**src/rtl/hub_access_seq.sv**
```systemverilog
// Round-robin hub memory sequencer for 8 cogs: issue, access and complete
// stages, each advanced by ena_bus, with one-clock ack pulses per cog.
module hub_access_seq (
  input  logic         clk_cog,
  input  logic         nres,
  input  logic         ena_bus,
  input  logic [7:0]   req,
  input  logic [7:0]   req_w,
  input  logic [15:0]  req_sz,
  input  logic [127:0] req_a,
  input  logic [255:0] req_d,
  output logic         mem_w,
  output logic [3:0]   mem_wb,
  output logic [13:0]  mem_a,
  output logic [31:0]  mem_d,
  input  logic [31:0]  mem_q,
  output logic [2:0]   slot,
  output logic [7:0]   ack,
  output logic [31:0]  rd_data
);

  // Handshake: a cog raises req[c] with its fields stable and holds it until
  // ack[c] pulses; the access is captured when slot==c and that cog has
  // nothing in flight, and dropping req after capture does not cancel it.

  logic [1:0]  cur_sz;
  logic [15:0] cur_a;
  logic [31:0] cur_d;
  logic        cur_w;
  logic        cur_busy;
  logic        issue;
  logic [3:0]  cur_wb;
  logic [31:0] cur_lanes;

  // Tracking for the command the memory is performing this slot.
  logic        acc_v;
  logic [2:0]  acc_cog;
  logic [1:0]  acc_sz;
  logic [1:0]  acc_off;
  logic        acc_w;

  // Tracking for the command whose read data arrives for completion.
  logic        cpl_v;
  logic [2:0]  cpl_cog;
  logic [1:0]  cpl_sz;
  logic [1:0]  cpl_off;
  logic        cpl_w;

  logic [31:0] rd_next;

  always_comb begin
    cur_sz   = req_sz[{slot, 1'b0} +: 2];
    cur_a    = req_a[{slot, 4'b0000} +: 16];
    cur_d    = req_d[{slot, 5'b00000} +: 32];
    cur_w    = req_w[slot];
    cur_busy = (acc_v && (acc_cog == slot)) || (cpl_v && (cpl_cog == slot));
    issue    = req[slot] && !cur_busy;
  end

  // Byte enables and lane replication; word/long drop the low address bits.
  always_comb begin
    cur_wb    = 4'b0000;
    cur_lanes = cur_d;
    if (cur_sz[1]) begin
      cur_lanes = cur_d;
      if (cur_w) cur_wb = 4'b1111;
    end else if (cur_sz[0]) begin
      cur_lanes = {2{cur_d[15:0]}};
      if (cur_w) cur_wb = cur_a[1] ? 4'b1100 : 4'b0011;
    end else begin
      cur_lanes = {4{cur_d[7:0]}};
      if (cur_w) cur_wb = 4'b0001 << cur_a[1:0];
    end
  end

  // Right-justify the read lane selected by the completing command.
  always_comb begin
    rd_next = '0;
    if (cpl_sz[1]) begin
      rd_next = mem_q;
    end else if (cpl_sz[0]) begin
      rd_next[15:0] = mem_q[{cpl_off[1], 4'b0000} +: 16];
    end else begin
      rd_next[7:0] = mem_q[{cpl_off, 3'b000} +: 8];
    end
  end

  always_ff @(posedge clk_cog or negedge nres) begin
    if (!nres) begin
      slot    <= '0;
      ack     <= '0;
      rd_data <= '0;
      mem_w   <= 1'b0;
      mem_wb  <= '0;
      mem_a   <= '0;
      mem_d   <= '0;
      acc_v   <= 1'b0;
      acc_cog <= '0;
      acc_sz  <= '0;
      acc_off <= '0;
      acc_w   <= 1'b0;
      cpl_v   <= 1'b0;
      cpl_cog <= '0;
      cpl_sz  <= '0;
      cpl_off <= '0;
      cpl_w   <= 1'b0;
    end else begin
      ack <= '0;
      if (ena_bus) begin
        slot <= slot + 3'd1;

        if (issue) begin
          mem_w  <= cur_w;
          mem_wb <= cur_wb;
          mem_a  <= cur_a[15:2];
          mem_d  <= cur_lanes;
        end else begin
          mem_w  <= 1'b0;
          mem_wb <= 4'b0000;
        end

        acc_v   <= issue;
        acc_cog <= slot;
        acc_sz  <= cur_sz;
        acc_off <= cur_a[1:0];
        acc_w   <= cur_w;

        cpl_v   <= acc_v;
        cpl_cog <= acc_cog;
        cpl_sz  <= acc_sz;
        cpl_off <= acc_off;
        cpl_w   <= acc_w;

        // Writes ack the same way but leave the last read result in place.
        if (cpl_v) begin
          ack <= 8'b0000_0001 << cpl_cog;
          if (!cpl_w) rd_data <= rd_next;
        end
      end
    end
  end

endmodule
```
**config.mk**
```make
export PLATFORM = sky130hd
export DESIGN_NAME = hub_access_seq
export DESIGN_NICKNAME = d
export VERILOG_FILES = /design/src/rtl/hub_access_seq.sv
export SDC_FILE = /design/constraint.sdc
export NUM_CORES = 1
export LEC_CHECK = 0
export ABC_AREA = 1
export CAP_MARGIN = 20
export CORE_AREA = 2 2 213 215
export CTS_CLUSTER_DIAMETER = 200
export DETAILED_ROUTE_END_ITERATION = 6
export DIE_AREA = 0 0 215 217
export PLACE_DENSITY_LB_ADDON = 0.15
export SLEW_MARGIN = 5
export SYNTH_ARGS = -nofsm -noshare
export SYNTH_HDL_FRONTEND = slang
export SYNTH_SLANG_ARGS = --single-unit
```
**constraint.sdc**
```tcl
create_clock -name clk_cog -period 1.9 [get_ports clk_cog]
set_input_delay 0.38 -clock clk_cog [delete_from_list [all_inputs] [get_ports clk_cog]]
set_output_delay 0.38 -clock clk_cog [all_outputs]
set_load 0.01 [all_outputs]
```
==> results, run 1 <==
- The horizontal die dimension is 215 um.
- The biggest fanout along the worst timing path is 10.
- Setup violations remaining at the end of the flow were counted as 14.
- On the worst path, the slowest cell contributes a delay of 0.57 ns.
- Averaged over all synthesized cells, the footprint is 5.72 um2.
- The cell count after synthesis came out at 1701.
- No sink is reached through more buffers than the 2 on the longest clock path.
- Counting every sink on the clock net gives 112.
- Port buffering added 544 buffers.
- Yosys printed 0 warnings.
- The die extent in y is 217 um.
- The kind of cell with the highest combined delay on the critical path is simple AND/OR/NAND/NOR gates.
- The shortest period the worst path allows is 1.94 ns.
- The average via count per standard cell is 4.54.
- In this design, the critical path's most frequently occurring cell is nand3_1.
- Traced cell by cell, the critical path runs through buf_6, clkbuf_16, clkbuf_16, nand2_1, nand3_1, nand3_1, nand2_2, nand2_1, nand3_1, a21oi_1.
- The portion of synthesized cell area occupied by the leading cell type is 0.288.
- The count of pins over their slew limit is 0.
- The commonest cells after synthesis are 626 x nand2_1, 249 x inv_1, 179 x nor2_1.
- Detailed placement finished with a half-perimeter wire length of 43.6 mm.
- Pin placement for this block handled 545 I/O pins.
- The final RePlAce weighted congestion is 0.925.
- The terminating pin of the worst hold path is cpl_w.
- The level count of the clock H-tree is 3.
- The flow ran to the end, but the final reports show violations.
- After synthesis the cells add up to 9720 um2.
- The worst register-to-register path has a depth of 10.
- The net count of the mapped netlist is 2153.
- For the worst setup path, the data required time is 2.18 ns.
- The global-route usage over all layers is 0.225.
- Setup repair after global routing could not meet its margin everywhere.
- The worst setup path is launched from a flop.
- For this block, the routed nets add up to 56.4 mm of wire.
- The most area-hungry cell type in the Yosys netlist is dfrtp_1.
- Synthesis instantiated 27 different standard cells from the library.
- The slew at the pin closest to its max-slew limit is 0.436 ns.
- At the end of the flow the core is filled with cells to 0.399.
- Dividing the final minimum period by the clock period gives 1.02.
- The clock-pin slew on the worst setup and hold paths is 0.08 ns.
- The via count of the first global-routing pass is 12582.
- In this run the critical register-to-register path is launched from slot[0].
- In the synthesized netlist the dominant register cell turns out to be dfrtp_1.
- The number of DRC violations after detailed-routing iteration 0 is 802.
- The post-detailed-route count of antenna-violating nets is 0.
- The top achievable clock speed is 515 MHz.
- The area inside the core boundary is 44700 um2.
- TritonCTS built the clock tree.
- The wire length of the first global-routing pass is 79.2 mm.
- The clock buffer count from CTS is 9.
- The slowest stage of the critical path is the dfrtp_4 cell.
- The instance count on the critical path is 10.
- The static leakage is 8.79 nW.
- The final layout contains 2717 nets.
- The clock reaches the later pin of the worst-skew pair after 0.36 ns.
- The number of buffers and inverters on the critical path is 3.
- The fraction of the yosys area taken by sequential cells is 0.288.
- The fraction of registers with async set or reset after synthesis is 1.00.
- In the routed design, unresolved DRC markers number 0.
- The final reports fail on setup timing.
- Dividing the detail-routed wire length by the instance count gives 19.6 um.
- In this run the tightest slew margin relative to its limit is 0.707.
- The final hold violation count is 0.
- The root buffer cell is clkbuf_16.
- Summed over all layers, the global routing overflow is 0.
- The initial antenna violation count is 12.
- The die area is 46700 um2.
- The setup check on the worst reg-to-reg path leaves a slack of -0.04 ns.
- The type of destination of the critical path is a flop.
- Yosys attributes the largest share of cell area to dfrtp_1 29%, nand2_1 24%, inv_1 9.6%.
- The tightest hold path in the finished design has a slack of 0.482 ns.
- After layout, the worst setup slack is -0.0412 ns.
- Yosys instantiated no cell more often than nand2_1.
- After the flow finishes, the layout carries non-filler instances totaling 2881.
- The placed cell count is 2816.
- The initialized floorplan defines 78 standard-cell rows.
- The worst reg2reg path endpoint is mem_d[13].
- The power density over cell area is 1530 nW/um2.
- The clock arrives with 0.00712 ns of skew.
- Of the cells placed in the final design, the portion with a size suffix greater than 1 is 0.121.
- The worst hold path belongs to the class flop to flop.
- The starting density of the core is 0.218.
- The worst setup path is of the flop to flop kind.
- The maximum resistive drop on vdd is 0.615 mV.
- The routed layout has 13072 vias.
- STA puts the critical path data arrival time at 2.23 ns.
- The synthesis-to-finish area growth is 83.4%.
- Across the run, the number of max-cap violations was 0.
- The synthesized design contains 112 register bits.
- In this run the most critical hold path is launched from acc_w.
- Prior to clock tree synthesis, the placed netlist has a worst setup slack of -0.112 ns.
- Overall power consumption after layout is estimated at 27.3 mW.
- The first detailed-routing pass ran for 5 iterations.
- Entering global routing, the biggest net connects 54 pins.
- The number of flops mapped to enable cells by yosys is 0.
- The worst hold path passes through 2 cells.
[worst max path at each step]
stage / start / to
floorplan: slot[0] / mem_a[12]
global placement: slot[0] / mem_d[12]
detailed placement: slot[0] / mem_d[12]
CTS: slot[0] / mem_d[26]
global route: slot[0] / mem_d[24]
finish: slot[0] / mem_d[13]
[sequential cells by signal, summed over array words and instances (netlist names), 2 cells and up]
register	cells
acc_cog	3
slot	3
mem_wb	4
mem_a	14
acc_off	2
acc_sz	2
ack	8
cpl_off	2
cpl_cog	3
mem_d	32
cpl_sz	2
rd_data	32
[stage by stage]
stage	instance area [um2]	TNS [ns]
after detailed placement	16200	-1.08
final	17800	-0.271
after CTS	16900	-0.677
after global placement	16200	-0.991
after floorplan	9720	0
after global routing	17800	-3.13
[cells by family (layout without fill, tap and decap cells)]
kind of cell,count (synthesis),count (layout),share of synthesized area
AO/OA/AOI/OAI,232,232,0.134
other,0,11,0
buffers and inverters,365,934,0.168
adder cells (fa/ha/maj),1,1,0.00129
flip-flops,112,112,0.288
AND/OR/NAND/NOR,989,989,0.407
XOR/XNOR,2,2,0.00180
[layer usage]
layer	up-vias	track usage	wire, um
li1	6397	-	-
met1	6124	0.282	23500
met2	491	0.392	28100
met3	60	0.0355	3440
met4	0	0.0772	1350
met5	-	0	0
[power breakdown]
part           switching, mW  internal (mW)
Clock                  0.936           1.04
Sequential             0.709           3.43
Combinational           12.0           9.18
Total                   13.6           13.7
[placed cells by master (no fill, tap or decap), types with 4 or more instances in the layout]
cell type        count
nand2_1            579
clkdlybuf4s50_1    540
inv_1              242
nor2_1             158
nand3_1            143
o21ai_0            116
dfrtp_1            109
buf_4               58
o211ai_1            43
nand2_2             41
nand3_2             35
o21ai_1             33
clkbuf_16           25
buf_12              23
nor2_2              14
diode_2             11
a21oi_2             11
nor2_4               9
buf_6                9
a21oi_1              8
inv_2                8
o22ai_1              8
nand2_4              7
o31ai_1              7
buf_16               7
o21ai_2              5
inv_8                4
[final cells by class]
class	count	area (um2)
Multi-Input combinational cell	1224	5790
Antenna cell	11	27.5
Clock buffer	9	225
Inverter	254	990
Tap cell	600	751
Clock inverter	7	80.1
Timing Repair inverter	3	38.8
Timing Repair Buffer	661	7120
Fill cell	4877	26900
Sequential cell	112	2810
[worst min-delay path: cells and delay by family, from the launching register on]
kind          cells  cell delay, ns
flops             1            0.35
simple gates      2            0.10
[timing repair]
| item | 4_1_cts | 5_1_grt |
|---|---|---|
| pin swaps | 3 | 30 |
| setup buffers | 8 | 5 |
| hold buffers | 1 | 0 |
| gates cloned | 7 | 19 |
| endpoints found under the setup margin | 25 | 52 |
| resized for setup | 38 | 159 |
| hold endpoints to repair | 18 | 0 |
(Power assumes the default switching activity.)
==> run 2: changes to the inputs <==
--- a/config.mk
+++ b/config.mk
@@ -9,9 +9,10 @@
 export CAP_MARGIN = 20
 export CORE_AREA = 2 2 213 215
 export CTS_CLUSTER_DIAMETER = 200
+export CTS_CLUSTER_SIZE = 40
 export DETAILED_ROUTE_END_ITERATION = 6
 export DIE_AREA = 0 0 215 217
-export PLACE_DENSITY_LB_ADDON = 0.15
+export PLACE_DENSITY_LB_ADDON = 0.1
 export SLEW_MARGIN = 5
 export SYNTH_ARGS = -nofsm -noshare
 export SYNTH_HDL_FRONTEND = slang
==> results, run 2 (synthesis gave the netlist of run 1 again) <==
- The root buffer cell is clkbuf_16.
- The switching power total is 12.8 mW (-5.7%).
- The HPWL after detailed placement came to 43.3 mm (-0.66%).
- The kind of critical path is flop to flop.
- The total via count in the routed design came to 12757 (-2.4%).
- The post-detailed-route count of antenna-violating nets is 0 (unchanged).
- The layout net count came to 2709 (-0.29%).
- The count of input and output buffers is 544 (unchanged).
- The final cell utilization of the core came to 0.388 (-0.0105).
- TritonCTS built the clock tree.
- The most common library cell in the layout ignoring fill and taps is nand2_1.
- The top-level port count was 545 (unchanged).
- The die area is 46700 um2 (unchanged).
- The worst reg2reg path startpoint is slot[0].
- The biggest fanout along the worst timing path is 9 (-1).
- The worst hold path begins at rd_data[19].
- The largest registers in the layout are mem_d x32, rd_data x32, mem_a x14.
- The average detailed-routed wire length per instance is 19.3 um (-1.4%).
- The number of iterations in the first detailed-routing pass was 5 (unchanged).
- The die extent in y was 217 um (unchanged).
- The area inside the core boundary came to 44700 um2 (unchanged).
- The clock-pin slew on the worst setup and hold paths was 0.08 ns (about the same).
- The maximum buffer depth of the clock tree was 2 (unchanged).
- The largest net degree at the start of global routing is 48 (-11%).
- The horizontal die dimension came to 215 um (unchanged).
- The cell count of the worst reg-to-reg path is 14 (+4).
- In the layout the commonest cells are 606 x nand2_1, 541 x clkdlybuf4s50_1, 248 x inv_1, 173 x nor2_1, 165 x nand3_1.
- The power share of the sequential group came to 0.159 (+0.007).
- The global-route usage over all layers is 0.221 (-0.00378).
- The average via count per standard cell is 4.44 (-2.1%).
- The tightest min-delay check is of the flop to flop type.
- The via count of the first global-routing pass is 12493 (-0.71%).
- The source of the critical timing path is slot[0].
- The logic gate share of total power is 0.770 (-0.006).
- The sink count of the clock tree was 112 (unchanged).
- The required time reported for the critical path endpoint is 2.15 ns (-0.03 ns).
- The final hold violation count came to 0 (unchanged).
- The final setup skew came to 0.00831 ns (+0.00119 ns).
- The total power after layout came to 25.9 mW (-5.1%).
- The static leakage is 8.63 nW (-1.8%).
- The share of post-route cells with drive strength above 1 was 0.0818 (-0.0393).
- The insertion delay of the later-clocked pin in the worst-skew pair is 0.35 ns (about the same).
- The type of destination of the critical path is a flop.
- The total congestion overflow after global routing is 0 (unchanged).
- The maximum resistive drop on vdd is 0.786 mV (+28%).
- The initial antenna violation count is 18 (+6).
- The synthesis-to-finish area growth is 78.6%.
- The switching share of total power was 0.496 (-0.00320).
- The clock buffer count from CTS is 9 (unchanged).
- The number of cells on the worst hold path is 2 (unchanged).
- The total internal power is 13.0 mW (-4.5%).
- The starting density of the core came to 0.218 (unchanged).
- The final RePlAce weighted congestion is 0.906 (-2.0%).
- The instance area at placement came to 16200 um2 (+0.26%).
- The power density over cell area is 1490 nW/um2 (-2.5%).
- The top achievable clock speed is 520 MHz (+0.87%).
- The final wirelength was 55.4 mm (-1.7%).
- The run finished, with violations left.
- The level count of the clock H-tree is 3 (unchanged).
- The worst slew margin relative to its limit is 0.715 (+0.00809).
- Setup repair after global routing could not meet its margin everywhere.
- The slew at the pin closest to its max-slew limit is 0.424 ns (-0.0120 ns).
- The clock network fraction of design power is 0.071 (-0.002).
- The shortest period the worst path allows is 1.92 ns (-0.0168 ns).
- The number of DRC violations after detailed-routing iteration 0 is 798 (-0.50%).
- The arrival time at the worst endpoint is 2.17 ns (-0.06 ns).
- The wire length of the first global-routing pass is 77.5 mm (-2.2%).
- The least setup slack across all paths after layout is -0.0244 ns (+0.0168 ns).
- The count of standard-cell rows is 78 (unchanged).
- The remaining routing DRC violations was 0 (unchanged).
- The worst setup path is launched from a flop.
- The total of max-cap violations is 0 (unchanged).
- The part of the cycle the worst path needs is 1.01 (-0.00886).
- The count of pins over their slew limit is 0 (unchanged).
- The area of all placed cells without fillers is 17400 um2 (-2.6%).
- The checks that failed: setup timing.
- The count of final setup violators is 8 (-6).
- The minimum hold slack was 0.481 ns (-0.00143 ns).
run 2: cell types whose count changed in the layout (fill, tap and decap cells not counted), moves of 8 or more:
cell	change
a21oi_1	+9
nor2_2	-8
nand3_1	+22
nand2_2	-23
nand2_1	+27
o21ai_1	-10
buf_12	+9
o21ai_0	+10
nand3_2	-22
nor2_1	+15
a21oi_2	-9
run 2: repair_timing:
| item | 4_1_cts | 5_1_grt |
|---|---|---|
| pin swaps | 0 | 14 |
| endpoints found under the setup margin | 11 | 39 |
| hold buffers | 1 | 0 |
| setup buffers | 1 | 19 |
| gates resized for setup | 8 | 71 |
| gates cloned | 2 | 15 |
| hold endpoints to repair | 22 | 0 |
run 2: final cells by class:
cell class	count	area, um2
multi-input combinational	1225	5500
fill	4929	27300
tap	600	751
clock inverter	5	42.5
inverter	254	978
sequential	112	2810
timing repair inverter	1	8.76
antenna	11	27.5
timing repair buffer	654	7010
clock buffer	10	229
run 2: critical path, stage by stage, from the launching register on:
cell and delay (ns):
dfrtp_4 0.54, buf_4 0.18, inv_6 0.08, buf_12 0.12, nand2_1 0.04, nand3_1 0.09, nand2_1 0.08, nand2_2 0.08
nand2_4 0.09, buf_12 0.15, buf_4 0.13, nand2_1 0.08, nand2_1 0.05, nand2_1 0.05, nand2_1 0.05
run 2: power by group through the flow:
stage | logic, mW | clock network, mW | registers [mW]
floorplan | 9.26 | 0 | 4.34
global placement | 17.5 | 0 | 4.12
detailed placement | 17.5 | 0 | 4.12
CTS | 17.9 | 1.92 | 4.09
global route | 21.9 | 2.00 | 4.24
finish | 19.9 | 1.84 | 4.11
run 2: metrics by stage:
step                      std cells  TNS, ns  setup WS [ns]
after global placement         2808   -0.695         -0.278
after global routing           2870    -3.05         -0.131
after detailed placement       2808   -0.817         -0.307
final                          2872  -0.0936        -0.0244
after floorplan                1701        0          0.266
after CTS                      2827        0      0.0000173
run 2: per-layer routing:
layer | routed length (um) | part of all wire | GRT usage | vias up
met2 | 26900 | 0.49 | 0.375 | 419
met4 | 1380 | 0.025 | 0.0791 | 12
met1 | 23000 | 0.41 | 0.267 | 5879
met5 | 82 | 0.0015 | 0 | -
li1 | - | - | - | 6386
met3 | 4030 | 0.073 | 0.0630 | 61
run 2: path summary, 6_finish.rpt:
path                               end  slack (ns)
max in group asynchronous     mem_a[3]        0.80
setup / recovery             mem_d[17]       -0.02
setup reg to reg             mem_d[17]       -0.02
min in group asynchronous   rd_data[6]        0.49
hold / removal             rd_data[19]        0.48
hold reg to reg            rd_data[19]        0.48
==> run 3: changes to the inputs <==
--- a/config.mk
+++ b/config.mk
@@ -13,6 +13,7 @@
 export DETAILED_ROUTE_END_ITERATION = 6
 export DIE_AREA = 0 0 215 217
 export PLACE_DENSITY_LB_ADDON = 0.1
+export SETUP_SLACK_MARGIN = 0.15
 export SLEW_MARGIN = 5
 export SYNTH_ARGS = -nofsm -noshare
 export SYNTH_HDL_FRONTEND = slang
==> results, run 3 (synthesis gave the netlist of run 1 again) <==
- The path class of the tightest hold or removal check is flop to flop.
- The most common library cell in the layout ignoring fill and taps is nand2_1.
- The area of the multi-input gates is 6000 um2 (+9.1%).
- The die extent in y was 217 um (unchanged).
- The die area is 46700 um2 (unchanged).
- The synthesis-to-finish area growth is 86.3%.
- The via count of the first global-routing pass is 12666 (+1.4%).
- The HPWL after detailed placement came to 43.3 mm (unchanged).
- The initial antenna violation count was 16 (-2).
- The maximum buffer depth of the clock tree came to 2 (unchanged).
- The static leakage is 8.99 nW (+4.2%).
- The count of input and output buffers came to 544 (unchanged).
- The worst setup path is launched from a flop.
- The number of iterations in the first detailed-routing pass was 5 (unchanged).
- The number of DRC violations after detailed-routing iteration 0 is 786 (-1.5%).
- The slew at the pin closest to its max-slew limit was 0.464 ns (+0.0407 ns).
- The part of the cycle the worst path needs is 1.02 (+0.00593).
- The average detailed-routed wire length per instance is 19.4 um (+0.57%).
- The startpoint identified for the worst register-to-register timing path is slot[0].
- The required time reported for the critical path endpoint is 2.14 ns (about the same).
- The starting density of the core is 0.218 (unchanged).
- The remaining routing DRC violations is 0 (unchanged).
- The top achievable clock speed is 517 MHz (-0.58%).
- The final hold violation count is 0 (unchanged).
- The terminating pin of the worst hold path is rd_data[19].
- The final setup skew is 0.00788 ns (-0.000427 ns).
- The final wirelength is 55.9 mm (+0.85%).
- The largest net degree at the start of global routing is 48 (unchanged).
- The count of final setup violators is 25 (+17).
- The root buffer cell chosen for the clock tree is clkbuf_16.
- The setup slack of the worst register-to-register path is -0.04 ns (about the same).
- The largest registers in the layout are mem_d x32, rd_data x32, mem_a x14.
- The worst setup path is captured at a flop.
- The share of post-route cells with drive strength above 1 is 0.140 (+0.0586).
- The worst reg2reg path endpoint is mem_d[23].
- The arrival time at the worst endpoint was 2.18 ns (about the same).
- The flow ran to the end, but the final reports show violations.
- The worst setup path is of the flop to flop kind.
- The CTS tree is built.
- The biggest fanout along the worst timing path is 7 (-2).
- Setup repair after global routing could not meet its margin everywhere.
- The average via count per standard cell came to 4.49 (+0.97%).
- In this run the worst setup path begins at slot[0].
- The placement-stage worst setup slack is -0.307 ns (unchanged).
- The top-level port count is 545 (unchanged).
- The maximum resistive drop on vdd is 0.799 mV (+1.7%).
- The count of non-filler cells in the finished layout came to 2880 (+0.28%).
- The shortest period the worst path allows is 1.94 ns (+0.0113 ns).
- The cell count of the worst reg-to-reg path is 12 (-2).
- The worst slew margin relative to its limit is 0.688 (-0.0273).
- The power density over cell area came to 1540 nW/um2 (+3.5%).
- The clock buffer count from CTS is 9 (unchanged).
- The least setup slack across all paths after layout was -0.0357 ns (-0.0113 ns).
- The post-route setup TNS is -0.323 ns (-0.230 ns).
- The area inside the core boundary was 44700 um2 (unchanged).
- The worst hold path begins at rd_data[19].
- The level count of the clock H-tree came to 3 (unchanged).
- The wire length of the first global-routing pass came to 79.2 mm (+2.2%).
- The post-detailed-route count of antenna-violating nets is 0 (unchanged).
- The global-route usage over all layers came to 0.227 (+0.00560).
- The insertion delay of the later-clocked pin in the worst-skew pair is 0.35 ns (about the same).
- The total of max-cap violations was 0 (unchanged).
- The clock-pin slew on the worst setup and hold paths is 0.08 ns (about the same).
- The number of cells on the worst hold path is 2 (unchanged).
- The checks that failed: setup timing.
- The placed cell count is 2808 (unchanged).
- The total via count in the routed design is 12917 (+1.3%).
- The final RePlAce weighted congestion is 0.906 (unchanged).
- The horizontal die dimension is 215 um (unchanged).
- The library cells used most frequently in the layout, excluding fill and tap cells, are 554 x nand2_1, 521 x clkdlybuf4s50_1, 234 x inv_1, 154 x nor2_1, 144 x nand3_1.
- The count of standard-cell rows was 78 (unchanged).
- The sink count of the clock tree is 112 (unchanged).
- The fill cell total of the finished layout is 4910 (-0.39%).
- The layout net count is 2719 (+0.37%).
- The total congestion overflow after global routing was 0 (unchanged).
- The area used by sequential logic in the layout came to 2810 um2 (unchanged).
- The count of pins over their slew limit is 0 (unchanged).
==> run 3: layout make-up <==
| class | instances | area share |
|---|---|---|
| Inverter | 254 | 0.0542 |
| Multi-Input combinational cell | 1224 | 0.331 |
| Sequential cell | 112 | 0.155 |
| Tap cell | 600 | 0.0414 |
| Antenna cell | 9 | 0.00124 |
| Clock buffer | 10 | 0.0126 |
| Timing Repair inverter | 1 | 0.000483 |
| Timing Repair Buffer | 665 | 0.401 |
| Clock inverter | 5 | 0.00235 |
==> run 3: repair_timing <==
action                                  4_1_cts  5_1_grt
buffers inserted                             17        9
endpoints found under the setup margin       59       66
pin swaps                                     9       30
resized for setup                            87      192
cloned                                       10       11
endpoints found under the hold margin        22        0
hold buffers                                  1        0
==> run 3: power by group <==
part           total (mW)  internal, mW  switching, mW
Combinational        21.9          9.71           12.2
Sequential           4.15          3.43          0.718
Clock                1.85         0.901          0.947
==> run 3: how the worst max path moves through the flow <==
stage / to / slack, ns
2_1_floorplan: mem_a[12] / 0.27
3_3_place_gp: mem_wb[2] / -0.28
3_5_place_dp: mem_wb[2] / -0.31
4_1_cts: mem_d[23] / 0.003
5_1_grt: mem_d[23] / -0.13
6_report: mem_d[23] / -0.04
==> run 3: critical path, cell delays in order (launching register included) <==
cell,delay [ns]
dfrtp_4,0.57
inv_12,0.13
buf_4,0.14
nand2_1,0.06
nand3_2,0.07
nand3_2,0.08
nand2_2,0.11
nand3_4,0.11
buf_12,0.16
buf_12,0.13
buf_16,0.14
nand2_2,0.05
nand2_1,0.05
==> run 3: per-layer routing <==
| layer | part of all wire | up-vias | GRT usage |
|---|---|---|---|
| li1 | - | 6401 | - |
| met1 | 0.41 | 5968 | 0.274 |
| met2 | 0.49 | 461 | 0.390 |
| met3 | 0.077 | 75 | 0.0611 |
| met4 | 0.027 | 12 | 0.0743 |
| met5 | 0.0015 | - | 0 |
==> run 3: per-stage QoR <==
stage / utilization / area [um2] / hold slack, ns / power (mW)
final: 0.405 / 18100 / 0.481 / 27.9
after floorplan: - / 9720 / 0.0844 / 13.6
after global routing: 0.405 / 18100 / 0.499 / 30.1
after global placement: 0.363 / 16200 / 0.340 / 21.6
after CTS: 0.384 / 17100 / 0.486 / 25.5
after detailed placement: 0.363 / 16200 / 0.337 / 21.6
